<file path="src/rtl/jogo_pkg.sv">
// Shared types and constants for the light-toggle puzzle controller.
package jogo_pkg;
  localparam int N_BOTOES     = 8;
  localparam int N_NIVEIS_DEF = 5;

  typedef enum logic [2:0] {
    IDLE    = 3'd0,
    LIMPA   = 3'd1,
    JOGANDO = 3'd2,
    AGUARDA = 3'd3,
    CHECA   = 3'd4,
    FIM     = 3'd5
  } estado_t;

  // Isolates the lowest set bit; zero in gives zero out.
  function automatic logic [N_BOTOES-1:0] lsb_onehot(input logic [N_BOTOES-1:0] v);
    return v & (~v + {{(N_BOTOES-1){1'b0}}, 1'b1});
  endfunction
endpackage

</file>
<file path="src/rtl/unidade_controle_if.sv">
// Bundle between the game controller (slave) and its environment (master).
interface unidade_controle_if;
  import jogo_pkg::*;

  logic                iniciar;
  logic [N_BOTOES-1:0] botoes_raw;
  logic                nivel_concluido;
  logic [N_BOTOES-1:0] botoes;
  logic                limpa;
  logic [2:0]          nivel;
  logic [7:0]          jogadas;
  logic                venceu;
  logic [2:0]          estado;

  modport master (
    output iniciar, botoes_raw, nivel_concluido,
    input  botoes, limpa, nivel, jogadas, venceu, estado
  );

  modport slave (
    input  iniciar, botoes_raw, nivel_concluido,
    output botoes, limpa, nivel, jogadas, venceu, estado
  );
endinterface

</file>
<file path="src/rtl/debounce_botoes.sv">
// Synchronises, debounces and rising-edge detects the raw push-buttons.
module debounce_botoes
  import jogo_pkg::*;
#(
  parameter int DEBOUNCE_CYCLES = 250000
) (
  input  logic                clk,
  input  logic                rst_n,
  input  logic [N_BOTOES-1:0] i_raw,
  output logic [N_BOTOES-1:0] o_rise
);
  localparam int CW = $clog2(DEBOUNCE_CYCLES);

  logic [N_BOTOES-1:0] r_sync1, r_sync2;
  logic [N_BOTOES-1:0] r_samp, r_estavel, r_estavel_d;
  logic [CW-1:0]       r_cnt;
  logic                w_tick;
  logic [N_BOTOES-1:0] w_igual;

  assign w_tick  = (r_cnt == CW'(DEBOUNCE_CYCLES - 1));
  assign w_igual = ~(r_sync2 ^ r_samp);
  assign o_rise  = r_estavel & ~r_estavel_d;

  always_ff @(posedge clk or negedge rst_n) begin
    if (!rst_n) begin
      r_sync1 <= '0;
      r_sync2 <= '0;
    end else begin
      r_sync1 <= i_raw;
      r_sync2 <= r_sync1;
    end
  end

  always_ff @(posedge clk or negedge rst_n) begin
    if (!rst_n)      r_cnt <= '0;
    else if (w_tick) r_cnt <= '0;
    else             r_cnt <= r_cnt + CW'(1);
  end

  // A bit only moves once two consecutive tick samples agree.
  always_ff @(posedge clk or negedge rst_n) begin
    if (!rst_n) begin
      r_samp      <= '0;
      r_estavel   <= '0;
      r_estavel_d <= '0;
    end else begin
      r_estavel_d <= r_estavel;
      if (w_tick) begin
        r_samp    <= r_sync2;
        r_estavel <= (r_estavel & ~w_igual) | (r_sync2 & w_igual);
      end
    end
  end
endmodule

</file>
<file path="src/rtl/unidade_controle.sv">
// Game controller: button arbitration, level sequencing and matrix clear/toggle requests.
module unidade_controle
  import jogo_pkg::*;
#(
  parameter int DEBOUNCE_CYCLES = 250000,
  parameter int N_NIVEIS        = N_NIVEIS_DEF
) (
  input  logic               clk,
  input  logic               rst_n,
  unidade_controle_if.slave  bus
);
  localparam logic [2:0] ULTIMO = 3'(N_NIVEIS - 1);

  estado_t             r_estado;
  logic [2:0]          r_nivel;
  logic [7:0]          r_jog;
  logic                r_venceu;
  logic [N_BOTOES-1:0] r_botoes;
  logic                r_limpa;
  logic [N_BOTOES-1:0] r_pend;
  logic                r_espera;

  logic [N_BOTOES-1:0] w_rise;
  logic [N_BOTOES-1:0] w_sel;

  debounce_botoes #(
    .DEBOUNCE_CYCLES (DEBOUNCE_CYCLES)
  ) u_deb (
    .clk    (clk),
    .rst_n  (rst_n),
    .i_raw  (bus.botoes_raw),
    .o_rise (w_rise)
  );

  assign w_sel = lsb_onehot(r_pend);

  // Pending presses survive the AGUARDA/CHECA round trip so simultaneous
  // presses are serviced one per JOGANDO visit; new edges latch only in JOGANDO.
  always_ff @(posedge clk or negedge rst_n) begin
    if (!rst_n) begin
      r_estado <= IDLE;
      r_nivel  <= '0;
      r_jog    <= '0;
      r_venceu <= 1'b0;
      r_botoes <= '0;
      r_limpa  <= 1'b0;
      r_pend   <= '0;
      r_espera <= 1'b0;
    end else begin
      r_botoes <= '0;
      r_limpa  <= 1'b0;
      case (r_estado)
        IDLE: begin
          r_pend <= '0;
          if (bus.iniciar) begin
            r_nivel  <= '0;
            r_limpa  <= 1'b1;
            r_estado <= LIMPA;
          end
        end
        LIMPA: begin
          r_pend   <= '0;
          r_jog    <= '0;
          r_estado <= JOGANDO;
        end
        JOGANDO: begin
          r_pend <= (r_pend | w_rise) & ~w_sel;
          if (|r_pend) begin
            r_botoes <= w_sel;
            if (r_jog != 8'hFF) r_jog <= r_jog + 8'd1;
            r_espera <= 1'b0;
            r_estado <= AGUARDA;
          end
        end
        AGUARDA: begin
          r_espera <= 1'b1;
          if (r_espera) r_estado <= CHECA;
        end
        CHECA: begin
          if (!bus.nivel_concluido) begin
            r_estado <= JOGANDO;
          end else if (r_nivel == ULTIMO) begin
            r_venceu <= 1'b1;
            r_estado <= FIM;
          end else begin
            r_nivel  <= r_nivel + 3'd1;
            r_limpa  <= 1'b1;
            r_estado <= LIMPA;
          end
        end
        FIM: begin
          r_pend <= '0;
          if (bus.iniciar) begin
            r_nivel  <= '0;
            r_venceu <= 1'b0;
            r_limpa  <= 1'b1;
            r_estado <= LIMPA;
          end
        end
        default: r_estado <= IDLE;
      endcase
    end
  end

  assign bus.botoes  = r_botoes;
  assign bus.limpa   = r_limpa;
  assign bus.nivel   = r_nivel;
  assign bus.jogadas = r_jog;
  assign bus.venceu  = r_venceu;
  assign bus.estado  = r_estado;
endmodule

</file>
<file path="src/flat_wrapper.sv">
// flat-port wrapper written by rule: the top's interface ports become plain ports
module unidade_controle_flat import jogo_pkg::*;
#(
  parameter int DEBOUNCE_CYCLES = 250000,
  parameter int N_NIVEIS        = N_NIVEIS_DEF
)
  (clk, rst_n, bus_iniciar, bus_botoes_raw, bus_nivel_concluido, bus_botoes, bus_limpa, bus_nivel, bus_jogadas, bus_venceu, bus_estado);
  unidade_controle_if bus_i ();
  input  logic clk;
  input  logic rst_n;
  input wire logic [$bits(bus_i.iniciar)-1:0] bus_iniciar;
  input wire logic [$bits(bus_i.botoes_raw)-1:0] bus_botoes_raw;
  input wire logic [$bits(bus_i.nivel_concluido)-1:0] bus_nivel_concluido;
  output wire logic [$bits(bus_i.botoes)-1:0] bus_botoes;
  output wire logic [$bits(bus_i.limpa)-1:0] bus_limpa;
  output wire logic [$bits(bus_i.nivel)-1:0] bus_nivel;
  output wire logic [$bits(bus_i.jogadas)-1:0] bus_jogadas;
  output wire logic [$bits(bus_i.venceu)-1:0] bus_venceu;
  output wire logic [$bits(bus_i.estado)-1:0] bus_estado;
  assign bus_i.iniciar = bus_iniciar;
  assign bus_i.botoes_raw = bus_botoes_raw;
  assign bus_i.nivel_concluido = bus_nivel_concluido;
  assign bus_botoes = bus_i.botoes;
  assign bus_limpa = bus_i.limpa;
  assign bus_nivel = bus_i.nivel;
  assign bus_jogadas = bus_i.jogadas;
  assign bus_venceu = bus_i.venceu;
  assign bus_estado = bus_i.estado;
  unidade_controle #(.DEBOUNCE_CYCLES(DEBOUNCE_CYCLES), .N_NIVEIS(N_NIVEIS)) u_core (.clk(clk), .rst_n(rst_n), .bus(bus_i));
endmodule
</file>
<file path="config.mk">
export PLATFORM = sky130hd
export DESIGN_NAME = unidade_controle_flat
export DESIGN_NICKNAME = d
export VERILOG_FILES = /design/src/rtl/jogo_pkg.sv /design/src/rtl/unidade_controle_if.sv /design/src/rtl/debounce_botoes.sv /design/src/rtl/unidade_controle.sv /design/src/flat_wrapper.sv
export SDC_FILE = /design/constraint.sdc
export NUM_CORES = 1
export LEC_CHECK = 0
export CORE_UTILIZATION = 30
export DETAILED_ROUTE_END_ITERATION = 8
export GPL_ROUTABILITY_DRIVEN = 0
export HOLD_SLACK_MARGIN = 0.15
export SLEW_MARGIN = 5
export SYNTH_ARGS = -nofsm -noshare
export SYNTH_HDL_FRONTEND = slang
export SYNTH_SLANG_ARGS = --single-unit
</file>
<file path="constraint.sdc">
create_clock -name clk -period 2.65 [get_ports clk]
set_clock_uncertainty 0.05 [all_clocks]
set_input_delay 0.3975 -clock clk [delete_from_list [all_inputs] [get_ports clk]]
set_output_delay 0.3975 -clock clk [all_outputs]
set_load 0.005 [all_outputs]
</file>
==> results of run 1 <==
[routing by layer]
metal  GRT usage, %  part of all wire [%]
met4          6.061                   2.1
met5              0                     0
met1          16.40                    48
met2          18.46                    45
met3          3.759                   4.6
[layout by cell type (no fill, tap or decap), types with 3 or more instances in the layout]
master	count
nor2_1	23
mux2i_1	5
xnor2_1	10
a31oi_1	6
nor3b_1	4
inv_1	23
nand3_1	15
o22a_1	8
ha_1	4
o21ai_0	11
xor2_1	5
buf_4	6
nand2_1	18
o31a_1	8
and3_1	9
clkbuf_1	4
nor3_1	15
mux2_2	8
a32o_1	6
clkdlybuf4s50_1	34
nor4_1	5
nand4_1	5
dfrtp_1	91
nor2b_1	3
clkbuf_16	9
a21oi_1	5
[stage by stage]
| step | std cells | hold slack [ns] |
|---|---|---|
| after floorplan | 328 | 0.05191 |
| after global placement | 529 | 0.2826 |
| after detailed placement | 529 | 0.2847 |
| after CTS | 545 | 0.2977 |
| after global routing | 545 | 0.3010 |
| final | 545 | 0.2968 |
[critical path: stages (launching register included)]
cell and delay (ns):
dfrtp_1 0.41, or4_1 0.67, or4_4 0.49, o32ai_4 0.24, mux2_1 0.35
[worst min-delay path by stage]
stage                            start                         end  slack, ns  cells past startpoint
3_5_place_dp   u_core.u_deb.r_sync1[4]     u_core.u_deb.r_sync2[4]       0.28                      0
2_1_floorplan                    rst_n  asynchronous set/reset pin       0.05                      0
5_1_grt        u_core.u_deb.r_sync1[0]     u_core.u_deb.r_sync2[0]       0.30                      0
6_report       u_core.u_deb.r_sync1[5]     u_core.u_deb.r_sync2[5]       0.30                      0
3_3_place_gp   u_core.u_deb.r_sync1[0]     u_core.u_deb.r_sync2[0]       0.28                      0
4_1_cts        u_core.u_deb.r_sync1[0]     u_core.u_deb.r_sync2[0]       0.30                      0
[registers in the layout (all words and copies together), names as in the netlist, named ones only]
register / flops
u_core.u_deb.r_cnt: 18
u_core.bus.botoes: 8
u_core.bus.jogadas: 8
u_core.r_pend: 8
u_core.u_deb.r_estavel_d: 8
u_core.u_deb.r_samp: 8
u_core.u_deb.r_sync1: 8
u_core.u_deb.r_sync2: 8
u_core.bus.estado: 3
u_core.bus.nivel: 3
u_core.bus.limpa: 1
u_core.bus.venceu: 1
u_core.r_espera: 1
[cell type report]
type / instances / area (sq um)
inverter: 23 / 86.33
timing repair buffer: 42 / 415.4
multi-input combinational: 206 / 1415
sequential: 91 / 2277
fill: 1221 / 7530
tap: 168 / 210.2
clock inverter: 2 / 37.54
clock buffer: 13 / 240.2
[cells by family after synthesis]
kind of cell	after synthesis
flops	91
fa+ha+maj	4
xor+xnor	15
buf+inv	31
mux	15
simple gates	111
compound gates	61
[power breakdown]
| group | leakage [nW] | switching [mW] | total (mW) | internal, mW |
|---|---|---|---|---|
| sequential | 1.21 | 0.0964 | 1.55 | 1.46 |
| combinational | 0.835 | 0.298 | 0.555 | 0.257 |
| clock | 0.130 | 0.489 | 1.22 | 0.727 |
[timing repair]
| action | in CTS | in global routing |
|---|---|---|
| setup buffers | 0 | 0 |
| setup endpoints to repair | 0 | 0 |
| hold buffers | 1 | 0 |
| endpoints found under the hold margin | 27 | 0 |
==> results.yml, run 1 <==
setup_path:
  r2r_end: "u_core.bus.estado[2]"
  reg2regPathDepth: 4
  crit_fanout: 7
  cp-endpoint: "u_core.bus.estado[2]"
  cp.required_ns: 2.82
  crit_type: "flop to flop"
  startpoint_type: "flop"
  r2r_setup_slack_ns: 0.34
  timing.rr.start: "u_core.r_pend[2]"
  arrival_ns: 2.48
  cp-end-kind: "flop"
  startpoint: "u_core.r_pend[2]"
power_and_ir_drop:
  vdd_ir_drop_max_mv: 0.3713
  power_density_mw_per_mm2: 710.1
  finalPower_mw: 3.325
  p_leak_nw: 2.177
sta:
  fmax_mhz: 432.1
  finalWorstSetupSlack_ns: 0.3359
  finalHoldViolCount: 0
  max-slew-margin-rel_pct: 57.92
  min_period_over_period_pct: 87.33
  setup-violations-final: 0
  worst_pin_slew_ns: 0.6254
  drv_slew: 0
  rsz0062_at_grt: "no"
  fin_tns_setup_ns: 0
  period_needed_ns: 2.314
synth:
  synth-simple-area-share_pct: 15.38
  synth_edf_count: 0
  synth_top_family_by_area: "simple AND/OR/NAND/NOR gates"
  ys.flop_type: "dfrtp_1"
  synth_compound_area_share_pct: 12.62
  synth_cells: 328
  synthTopCellsByArea: "dfrtp_1 (60%), mux2_2 (2.4%), xnor2_1 (2.3%), inv_1 (2.3%), nor2_1 (2.3%)"
  async_flop_share_pct: 100.0
  synth.top_cell.area_share_pct: 59.83
  syn_avg_cell_area_sq_um: 11.60
  ys_seq_area_share_pct: 59.83
  synth.top_cells.by_count: "dfrtp_1 (91), inv_1 (23), nor2_1 (23)"
  synth_seq_cells: 91
  synth_nets: 344
  synth_mux_area_share_pct: 4.274
  synth_top_area_cell: "dfrtp_1"
  syn_area_sq_mm: 0.003806
  yosysMostFrequentCell: "dfrtp_1"
  synthAdderAreaFrac_pct: 1.315
  synth_warnings: 0
  synthDistinctLibCells: 48
  synth_xor_xnor_area_share_pct: 3.452
routing:
  initialDrtViolationCount: 191
  first_pass_iters: 5
  routed_wl_microns: 7183
  ant_nets: 0
  drc_errors: 0
  via_per_inst: 4.892
  num_vias: 2666
  routedWlPerCell_microns: 13.18
clock_network:
  clk_latency_ns: 0.34
  cts_max_level: 3
  clockBufferDepth: 2
  cts_tree: "built"
  cts-root-buf: "clkbuf_16"
  cts_made_buffers: 9
  cts_resized: 0
  cts_sinks: 91
  path_clk_slew_ns: 0.06
grt:
  grt_max_degree: 65
  first_global_vias: 2596
  grt_pass1_wl_microns: 12560
  track_usage_pct: 12.40
  overflow: 0
  grt_antenna_before_repair: 0
run:
  max-cap-violations: 0
cells_and_area:
  final_util_pct: 38.34
  antennaDiodeCount: 0
  layout.cell_area.non_filler_sq_mm: 0.004682
  drive_gt1_share_pct: 8.753
  syn2layout_area_growth_pct: 23.01
  fin_nets: 389
floorplan:
  die_y_microns: 114.6
  pin_count: 36
  row_count: 40
  initial_utilization_pct: 31.17
  die_area_sq_mm: 0.01314
  die_w_microns: 114.6
  core_sq_mm: 0.01221
placed_design:
  place_area_sq_mm: 0.004394
  dp_hpwl_microns: 4873
  place.port_buffers: 35
  dpl_worst_slack_ns: 0.3248
status:
  status: "completed"
hold_path:
  holdCritPathClass: "flop to flop"
Note: power is estimated with default switching activity, not from simulation.
==> run 2, diff against run 1 <==
Settings changed: ABC_CLOCK_PERIOD_IN_PS set to 2650.
==> results of run 2 <==
Final layout, timing and power as in run 1 (identical DEF).
==> run 3, diff against run 2 <==
Settings changed: ABC_AREA set to 1.
==> run 3 against run 2 <==
Fmax up 22%. Synthesized cell count up 40%. Via count up 14%. Cell count up 25%. Sequential share of layout area down 3.2 points. Non-clock buffer count down 5. Worst hold slack about the same. Register-to-register slack better by 0.42 ns. Worst setup slack better by 0.42 ns. Highest routed layer unchanged.
==> results.yml, run 3 <==
status:
  status: "completed"
setup_path:
  cp-end-kind: "flop"
  cp_common_cell: "nand2_1"
  arrival_ns: 2.08
  max_stage_delay_ns: 0.43
  crit_type: "flop to flop"
  startpoint_type: "flop"
  crit_fanout: 14
  cp.required_ns: 2.83
  slowest_stage: "and3_1"
  worstPathCellList: "ha_1 -> nand2_2 -> nor2_4 -> and3_1 -> nand3_4 -> nand2_1 -> nand2_1"
sta:
  period_needed_ns: 1.898
  fmax_mhz: 526.9
  max-slew-margin-rel_pct: 75.55
  min_period_over_period_pct: 71.62
  fin_tns_setup_ns: 0
  setup-violations-final: 0
  drv_slew: 0
  finalHoldViolCount: 0
  rsz0062_at_grt: "no"
  worst_pin_slew_ns: 0.3667
clock_network:
  cts_tree: "built"
  cts_max_level: 3
  cts-root-buf: "clkbuf_16"
  cts_made_buffers: 9
  clk_latency_ns: 0.34
  cts_sinks: 91
  cts_resized: 0
  clockBufferDepth: 2
  path_clk_slew_ns: 0.06
cells_and_area:
  drive_gt1_share_pct: 9.862
  antennaDiodeCount: 0
  top_register: "u_core.u_deb.r_cnt"
  regArea_sq_mm: 0.002277
  fillers: 1359
  layout.cell_area.non_filler_sq_mm: 0.005014
  syn2layout_area_growth_pct: 21.20
  largest_reg_flops: 18
  final_common_cell: "nand2_1"
  final_util_pct: 37.56
  multi_input_area_sq_mm: 0.001644
  fin_nets: 518
  most-common-layout-cells: "nand2_1 (113), dfrtp_1 (91), nor2_1 (55)"
placed_design:
  dp_hpwl_microns: 5406
  place.port_buffers: 35
  place_area_sq_mm: 0.004691
routing:
  ant_nets: 0
  via_per_inst: 4.448
  routed_wl_microns: 7570
  drc_errors: 0
  initialDrtViolationCount: 242
  routedWlPerCell_microns: 11.08
  first_pass_iters: 4
  num_vias: 3038
floorplan:
  row_count: 42
  core_sq_mm: 0.01335
  die_area_sq_mm: 0.01426
  initial_utilization_pct: 30.99
  die_y_microns: 119.4
  die_w_microns: 119.4
  pin_count: 36
grt:
  grt_max_degree: 72
  grt_pass1_wl_microns: 13880
  track_usage_pct: 11.99
  gr-usage-met3_pct: 3.831
  first_global_vias: 3033
  grtUsageMet1_pct: 15.51
  overflow: 0
  top_usage_layer: "met2"
  grt_use_met2_pct: 19.15
  grt_antenna_before_repair: 0
synth:
  synth_warnings: 0
  synth.top_cells.by_count: "nand2_1 (113), dfrtp_1 (91), nor2_1 (55)"
  async_flop_share_pct: 100.0
  synthTopCellsByArea: "dfrtp_1 (55%), nand2_1 (10%), nor2_1 (5.0%), nand3_1 (4.7%), inv_1 (4.0%)"
  synth_edf_count: 0
  synth_seq_cells: 91
  syn_area_sq_mm: 0.004136
  ys_seq_area_share_pct: 55.05
  yosysMostFrequentCell: "nand2_1"
  synth_top_area_cell: "dfrtp_1"
  synth_cells: 459
  synthDistinctLibCells: 32
  syn_avg_cell_area_sq_um: 9.012
  synth_nets: 475
  ys.flop_type: "dfrtp_1"
  synth.top_cell.area_share_pct: 55.05
power_and_ir_drop:
  p_leak_nw: 2.343
  finalPower_mw: 3.530
  vdd_ir_drop_max_mv: 0.3598
  power_density_mw_per_mm2: 704.1
run:
  max-cap-violations: 0
hold_path:
  holdCritPathClass: "flop to flop"
-- run 3: worst max-delay path, delay by kind of cell (launching register included) --
family,cells,cell delay [ns]
flip-flops,1,0.37
adder cells (fa/ha/maj),1,0.23
AND/OR/NAND/NOR,6,1.14
-- run 3: metrics by stage --
stage	hold WS [ns]	worst slack [ns]	std cells
2_1_floorplan	0.05191	1.229	459
3_3_place_gp	0.2573	0.8558	666
3_5_place_dp	0.2581	0.7556	666
4_1_cts	0.2992	0.7309	683
5_1_grt	0.3029	0.5825	683
6_report	0.2966	0.7522	683
-- run 3: power by group --
part           internal [mW]  switching (mW)
clock                  0.785           0.526
combinational          0.252           0.428
sequential              1.46          0.0774
total                   2.50            1.03
-- run 3: worst paths after layout --
path / slack (ns) / from / endpoint / cells past startpoint
min: 0.30 / u_core.u_deb.r_sync1[3] / u_core.u_deb.r_sync2[3] / 0
max reg2reg: 0.75 / u_core.u_deb.r_cnt[0] / u_core.u_deb.r_samp[1] / 7
min reg2reg: 0.30 / u_core.u_deb.r_sync1[3] / u_core.u_deb.r_sync2[3] / 0
max: 0.75 / u_core.u_deb.r_cnt[0] / u_core.u_deb.r_samp[1] / 7
min in group asynchronous: 0.43 / rst_n / u_core.bus.jogadas[2] / 2
max in group asynchronous: 1.46 / rst_n / u_core.u_deb.r_sync2[7] / 3
-- run 3: repair_timing --
action                     4_1_cts  5_1_grt
setup endpoints to repair        0        0
hold endpoints to repair        20        0
hold buffers                     1        0
setup buffers                    0        0
-- run 3: final cells by class --
class                   count  share of cell area, %
clock buffers              11                  5.041
multi-input cells         315                  32.79
repair buffers             37                  7.537
inverters                  48                  3.619
clock inverters             5                  1.198
well taps                 176                  4.392
flip-flops and latches     91                  45.42
-- run 3: routing by layer --
| metal | vias up | wire [microns] |
|---|---|---|
| met5 | - | 0 |
| met4 | 0 | 85 |
| met3 | 9 | 361 |
| met2 | 54 | 3395 |
| met1 | 1401 | 3727 |
| li1 | 1574 | - |
-- run 3: cells by family after synthesis --
family	Yosys count	synth area share (%)
xor+xnor	13	2.753
buf+inv	53	5.203
flops	91	55.05
fa+ha+maj	4	1.210
compound gates	36	5.384
simple gates	262	30.40
